==> src/rtl/demux_route.sv <==
// -----------------------------------------------------------------------------
// demux_route
//
// Purpose:
//   1-to-2 routing demultiplexer. A single source stream is steered word by
//   word to destination 0 or destination 1 according to in_sel. Each
//   destination owns a small FIFO, so a stalled consumer only back-pressures
//   words aimed at it and never blocks words already queued for the other.
//
// Parameters:
//   WIDTH  data word width in bits
//   DEPTH  entries per destination FIFO (power of two, >= 2)
//
// Ports:
//   clk         rising-edge clock
//   rst_n       asynchronous active-low reset (clears FIFOs and storage)
//   in_valid    source word present
//   in_data     source word
//   in_sel      destination select: 0 -> out0, 1 -> out1
//   in_ready    word accepted this cycle if in_valid is also high
//   out0_valid  FIFO0 non-empty
//   out0_data   FIFO0 head word
//   out0_ready  consumer 0 takes the head this cycle
//   out1_valid  FIFO1 non-empty
//   out1_data   FIFO1 head word
//   out1_ready  consumer 1 takes the head this cycle
//   cnt0, cnt1  (only with DEMUX_ROUTE_CNT_EN) words accepted per FIFO,
//               wrapping 32-bit counters
//
// Optional feature macro: DEMUX_ROUTE_CNT_EN
//   Defined   -> adds cnt0/cnt1 acceptance counters.
//   Undefined -> ports and counter logic are absent.
// -----------------------------------------------------------------------------
module demux_route #(
  parameter int WIDTH = 32,
  parameter int DEPTH = 2
) (
  input  logic             clk,
  input  logic             rst_n,
  input  logic             in_valid,
  input  logic [WIDTH-1:0] in_data,
  input  logic             in_sel,
  output logic             in_ready,
  output logic             out0_valid,
  output logic [WIDTH-1:0] out0_data,
  input  logic             out0_ready,
  output logic             out1_valid,
  output logic [WIDTH-1:0] out1_data,
  input  logic             out1_ready
`ifdef DEMUX_ROUTE_CNT_EN
  ,
  output logic [31:0]      cnt0,
  output logic [31:0]      cnt1
`endif
);

  // Pointer width; a power-of-two DEPTH lets pointers wrap naturally.
  localparam int AW = (DEPTH > 1) ? $clog2(DEPTH) : 1;
  // Count must hold the value DEPTH itself, hence one extra bit.
  localparam int CW = $clog2(DEPTH) + 1;

  logic [1:0]       w_full;
  logic [1:0]       w_empty;
  logic [1:0]       w_push;
  logic [1:0]       w_pop;
  logic [1:0]       w_out_ready;
  logic [WIDTH-1:0] w_head [2];
  logic             w_sel_full;

  assign w_out_ready = {out1_ready, out0_ready};

  // Readiness only looks at the selected FIFO's fullness: a full FIFO refuses
  // a push even when it is popping in the same cycle (no pass-through), which
  // keeps in_ready free of any combinational path from outN_ready. Gating with
  // rst_n holds in_ready low for the whole reset interval.
  assign w_sel_full = in_sel ? w_full[1] : w_full[0];
  assign in_ready   = rst_n & ~w_sel_full;

  // A push only targets the selected destination.
  assign w_push[0] = in_valid & in_ready & ~in_sel;
  assign w_push[1] = in_valid & in_ready &  in_sel;

  genvar gi;
  generate
    for (gi = 0; gi < 2; gi++) begin : g_fifo
      logic [WIDTH-1:0] r_mem [DEPTH];
      logic [AW-1:0]    r_wr_ptr;
      logic [AW-1:0]    r_rd_ptr;
      logic [CW-1:0]    r_count;

      // A ready consumer facing an empty FIFO is simply ignored.
      assign w_pop[gi]   = ~w_empty[gi] & w_out_ready[gi];
      assign w_full[gi]  = (r_count == CW'(DEPTH));
      assign w_empty[gi] = (r_count == '0);
      // Head is read straight from storage: a word written at edge k shows up
      // after edge k, with no same-cycle bypass from in_data.
      assign w_head[gi]  = r_mem[r_rd_ptr];

      // Storage is cleared along with the pointers so the data outputs read
      // zero during and right after reset rather than stale words.
      always_ff @(posedge clk or negedge rst_n) begin
        if (!rst_n) begin
          for (int i = 0; i < DEPTH; i++) begin
            r_mem[i] <= '0;
          end
        end else if (w_push[gi]) begin
          r_mem[r_wr_ptr] <= in_data;
        end
      end

      always_ff @(posedge clk or negedge rst_n) begin
        if (!rst_n) begin
          r_wr_ptr <= '0;
          r_rd_ptr <= '0;
          r_count  <= '0;
        end else begin
          if (w_push[gi]) begin
            r_wr_ptr <= r_wr_ptr + AW'(1);
          end
          if (w_pop[gi]) begin
            r_rd_ptr <= r_rd_ptr + AW'(1);
          end
          // Simultaneous push and pop leaves the occupancy unchanged.
          case ({w_push[gi], w_pop[gi]})
            2'b10:   r_count <= r_count + CW'(1);
            2'b01:   r_count <= r_count - CW'(1);
            default: r_count <= r_count;
          endcase
        end
      end

`ifdef DEMUX_ROUTE_CNT_EN
      logic [31:0] r_cnt;

      // Counts accepted words; wraps from all-ones to zero by plain overflow.
      always_ff @(posedge clk or negedge rst_n) begin
        if (!rst_n) begin
          r_cnt <= '0;
        end else if (w_push[gi]) begin
          r_cnt <= r_cnt + 32'd1;
        end
      end
`endif
    end
  endgenerate

  assign out0_valid = ~w_empty[0];
  assign out0_data  = w_head[0];
  assign out1_valid = ~w_empty[1];
  assign out1_data  = w_head[1];

`ifdef DEMUX_ROUTE_CNT_EN
  assign cnt0 = g_fifo[0].r_cnt;
  assign cnt1 = g_fifo[1].r_cnt;
`endif

endmodule
==> config.mk <==
export PLATFORM = sky130hd
export DESIGN_NAME = demux_route
export DESIGN_NICKNAME = d
export VERILOG_FILES = /design/src/rtl/demux_route.sv
export SDC_FILE = /design/constraint.sdc
export NUM_CORES = 1
export LEC_CHECK = 0
export ABC_CLOCK_PERIOD_IN_PS = 4000
export CAP_MARGIN = 0
export CORE_MARGIN = 5
export CORE_UTILIZATION = 40
export DETAILED_ROUTE_END_ITERATION = 12
export HOLD_SLACK_MARGIN = 0.15
export PLACE_DENSITY = 0.71
export SETUP_SLACK_MARGIN = 0.05
export SYNTH_ARGS = -nofsm -noshare
export SYNTH_HDL_FRONTEND = slang
export SYNTH_SLANG_ARGS = --single-unit
==> constraint.sdc <==
create_clock -name clk -period 4 [get_ports clk]
set_clock_uncertainty 0.05 [all_clocks]
set_input_delay 0.8 -clock clk [delete_from_list [all_inputs] [get_ports clk]]
set_output_delay 0.8 -clock clk [all_outputs]
set_load 0.01 [all_outputs]
# After elaboration in Yosys (flattened, before gate mapping)
# Cells that the tools add are included.
# word_totals
wordCells	65
mem_bits_rw	0
romBits	0
inputBits	38
latchBits	0
regBits	136
n_memories	0
# classes
reduce_logical	6
n_mux	15
n_bitwise	14
eq_ne	6
n_div	0
magnitude_cmp	6
addsub	8
shifts	0
mul	0
# ops
operator	n
two-way mux 32 bit	8
bitwise mux 64 bit	2
demux 32 bit (select 1 bit)	2
== test 2 bit, second input constant	4
greater-or-equal comparator 2 bit, second input constant	4
inverter 1 -> 2 bit	4
one-hot mux 2 bit (2 select lines)	2
AND 1 bit	6
adder 1 bit, second input constant	4
adder 2 x 1 -> 2 bit, second input constant	2
== test 2 x 1 -> 1 bit, second input constant	2
logical NOT 2 bit	2
< comparator 2 x 1 -> 1 bit, second input constant	2
inverter 1 bit	4
nonzero test 2 bit	2
subtractor 2 x 1 -> 2 bit, second input constant	2
logical AND 1 bit	2
two-way mux 1 bit	1

# Longest topological paths before layout
# depth
ltp_word	8
ltp_mapped	6
mapped_depth_nobuf	6

# Least setup slack after synthesis
# OpenSTA, ideal clock, no wires.
# synth_path
path_type	reg2out
startpoint	reg g_fifo[0].r_rd_ptr
endpoint	out out0_data[19]
n_path_buf	2
arrival_ns	1.263
slack_ns	1.887
required_time_ns	3.150
stages_incl_launch_ff	4
path_cell_list	dfrtp_1 -> clkbuf_1 -> clkbuf_1 -> mux2_2
# synth_via
elab_chain_len	4
# synth_lines
item	line_no	rtl
start: declaration	88	logic [AW-1:0] r_rd_ptr;
start signal: assignment	121	r_rd_ptr <= r_rd_ptr + AW'(1);
inverter 1 -> 2 bit (implied by the code)	97	assign w_head[gi] = r_mem[r_rd_ptr];
two-way mux 32 bit (implied by the code) (3 in a row)	97	
end: declaration	45	output logic [WIDTH-1:0] out0_data,
# No other way between the ends. The select of a mux whose other input is x is not followed.

# Worst setup path in the final report
# layout_path
startpoint	reg g_fifo[1].r_rd_ptr
endpoint	out out1_data[17]
# layout_via
elab_chain_len	4
# layout_lines
item	line_no	rtl
start: declaration	88	
start signal: assignment	121	
inverter 1 -> 2 bit (implied by the code)	97	
two-way mux 32 bit (implied by the code) (3 in a row)	97	
end: declaration	48	output logic [WIDTH-1:0] out1_data,
# No other way between the ends. The select of a mux whose other input is x is not followed.

==> metrics.txt <==
WS Path Type=flip-flop to primary output; die area=17700 µm²; Synthesis Warnings=0; final instance area=7950 µm²; setup_tns=0 ns; average size of a mapped cell=16.0 µm²; Post-Syn Nets=420; crit-path max FO=33; fin cells=692; Setup crit end kind=primary output; GRT Overall Usage=14.7%; placed cell count=659; Total Power=7.21 mW; Max clock buf depth=2; crit start category=flip-flop; Hold Violations, Final=0; pin count of the biggest net entering global routing=72; fin. max-slew vios=0; area grow syn2layout=31.0%; WP data required=3.15 ns; WP data arrival=2.30 ns; Site Rows=45; Post-synth top cells=mux2_2 (160), dfrtp_1 (136), mux2_4 (30), buf_2 (9), clkbuf_1 (8); Leakage=3.44 nW; top-count cell post-synth=mux2_2; Post-synth top flop=dfrtp_1; DRT iter0 DRCs=114; root buf cell=clkbuf_16; min Tclk post-route=3.15 ns; final setup fails=0; die width=133 µm; Final HPWL DP=8090 µm; GP Congestion=0.746; fillcell total=1224; TritonCTS clock tree=done; EDFF count, synth=0; Yosys top cell by area=dfrtp_1; Worst-path clk slew=0.06 ns; hold buffers post-CTS=1; TritonRoute pass-1 iters=4; PD cells=907 nW/µm²; Ports=105; period utilisation layout=78.7%; RSZ-0062 raised after global routing=no; area post-placement=7290 µm²; post-synthesis register bit count=136; layout cells sized above 1=47.8%; wire length per cell=18.1 µm; Yosys cell types=24; clk_lat worst skew=0.41 ns; slew margin rel.=39.5%; Core Area=15000 µm²; final hold slack=0.431 ns; cell area after synthesis=6070 µm²; Starting Density=40.4%; net switching power=2.02 mW; Net Sw Frac=28.0%; max cap viols=0; register area share after synthesis=56.1%; Die Y=133 µm; final wirelength=12600 µm; initial antenna violation count=0; Power Internal=5.19 mW; worst vdd ir=0.000415 V; Worst path slowest cell=dfrtp_2; min setup slack post-route=0.853 ns; Clock power frac=23.5%; GRT overflow=0; Core Util, Final=52.9%; status=complete, no violations; area share of the largest cell type after synthesis=56.1%; dpl ws=0.931 ns; sequential power share=35.5%; vias in the first global route=3901; Worst-Margin Slew=0.908 ns; Ant. Diodes=0; post-synthesis cell count=380; Combinational Power Share=41.0%; vias per cell=4.99; post-CTS resize count=0; CTS Buf Count=17; port bufs=104; first-pass GRT wire length=20500 µm; nets=531; H-tree depth=4; setup bufs post-CTS=0; Remaining DRCs=0; CP peak stage delay=0.95 ns; Reg2Reg Setup Slack=1.94 ns; Post-synth ARST share=100%; maximum clock frequency=318 MHz; Clock Sinks=136; Hold Path Class=flip-flop to flip-flop; Antenna Violating Nets Remaining=0; Via Count=3453; crit path cell chain=mux2_2 -> clkdlybuf4s50_1; Synth area leaders=dfrtp_1 (56%), mux2_2 (30%), mux2_4 (7.4%)
-- power by group through the flow --
stage / sequential [mW] / clock (mW) / combinational (mW)
final: 2.56 / 1.69 / 2.96
after CTS: 2.58 / 1.74 / 3.01
after detailed placement: 2.58 / 0 / 2.99
after floorplan: 2.31 / 0 / 1.84
after global routing: 2.65 / 1.79 / 3.16
after global placement: 2.53 / 0 / 2.94
-- flip-flops by register name, indices dropped and copies added (netlist names) --
name	count
g_fifo.r_mem	128
g_fifo.r_rd_ptr	2
g_fifo.r_count	4
g_fifo.r_wr_ptr	2
-- cells by family (layout without fill, tap and decap cells) --
group	Yosys count	count (layout)	share of synthesized area [%]
xor gates and xnor gates	10	10	1.44
adders and majority gates	2	2	0.412
muxes	192	192	37.5
AOI/OAI and AO/OA	1	1	0.186
buffers and inverters	22	146	2.47
and+or+nand+nor	17	17	1.94
DFF	136	136	56.1
-- cell type report --
class	count	area (µm²)	area share (%)
Tap cell	188	235	2.96
Sequential cell	136	3410	42.8
Clock buffer	25	515	6.48
Inverter	1	3.75	0.0472
Clock inverter	7	138	1.73
Multi-Input combinational cell	222	2540	31.9
Timing Repair Buffer	113	1110	14.0
-- worst paths after layout --
kind	from	end	depth (start not counted)
setup / recovery	g_fifo[1].r_rd_ptr	out1_data[17]	2
hold / removal	g_fifo[1].r_mem[5]	g_fifo[1].r_mem[5]	1
setup reg to reg	g_fifo[0].r_count[1]	g_fifo[0].r_mem[52]	4
hold reg to reg	g_fifo[1].r_mem[5]	g_fifo[1].r_mem[5]	1
max in group asynchronous	rst_n	g_fifo[1].r_mem[43]	4
min in group asynchronous	rst_n	g_fifo[1].r_count[1]	2
-- placed cells by master, fill, tap and decap left out, types with 2 or more instances in the layout --
cell	synthesis	layout
and2_1	2	2
buf_4	0	8
bufinv_16	0	4
clkbuf_1	8	2
clkbuf_16	0	17
clkbuf_8	0	6
clkdlybuf4s50_1	0	103
clkinv_2	0	2
dfrtp_1	136	134
dfrtp_2	0	2
ha_1	2	2
mux2_1	2	2
mux2_2	160	160
mux2_4	30	30
nand2_1	3	3
nor2_1	2	2
nor4b_4	0	2
or2_2	2	2
xnor2_1	7	7
xor2_1	3	3
-- metal layers --
metal | GRT usage, % | wire length, µm | vias up
li1 | - | - | 1584
met1 | 18.6 | 5750 | 1780
met2 | 23.9 | 6120 | 69
met3 | 4.23 | 482 | 20
met4 | 5.89 | 204 | 0
met5 | 0 | 0 | -
-- worst max-delay path, delay by kind of cell (launching register included) --
family                 cells  cell delay, ns
DFF                        1            0.95
buffers and inverters      1            0.51
muxes                      1            0.41
Note: power is estimated with default switching activity, not from simulation.
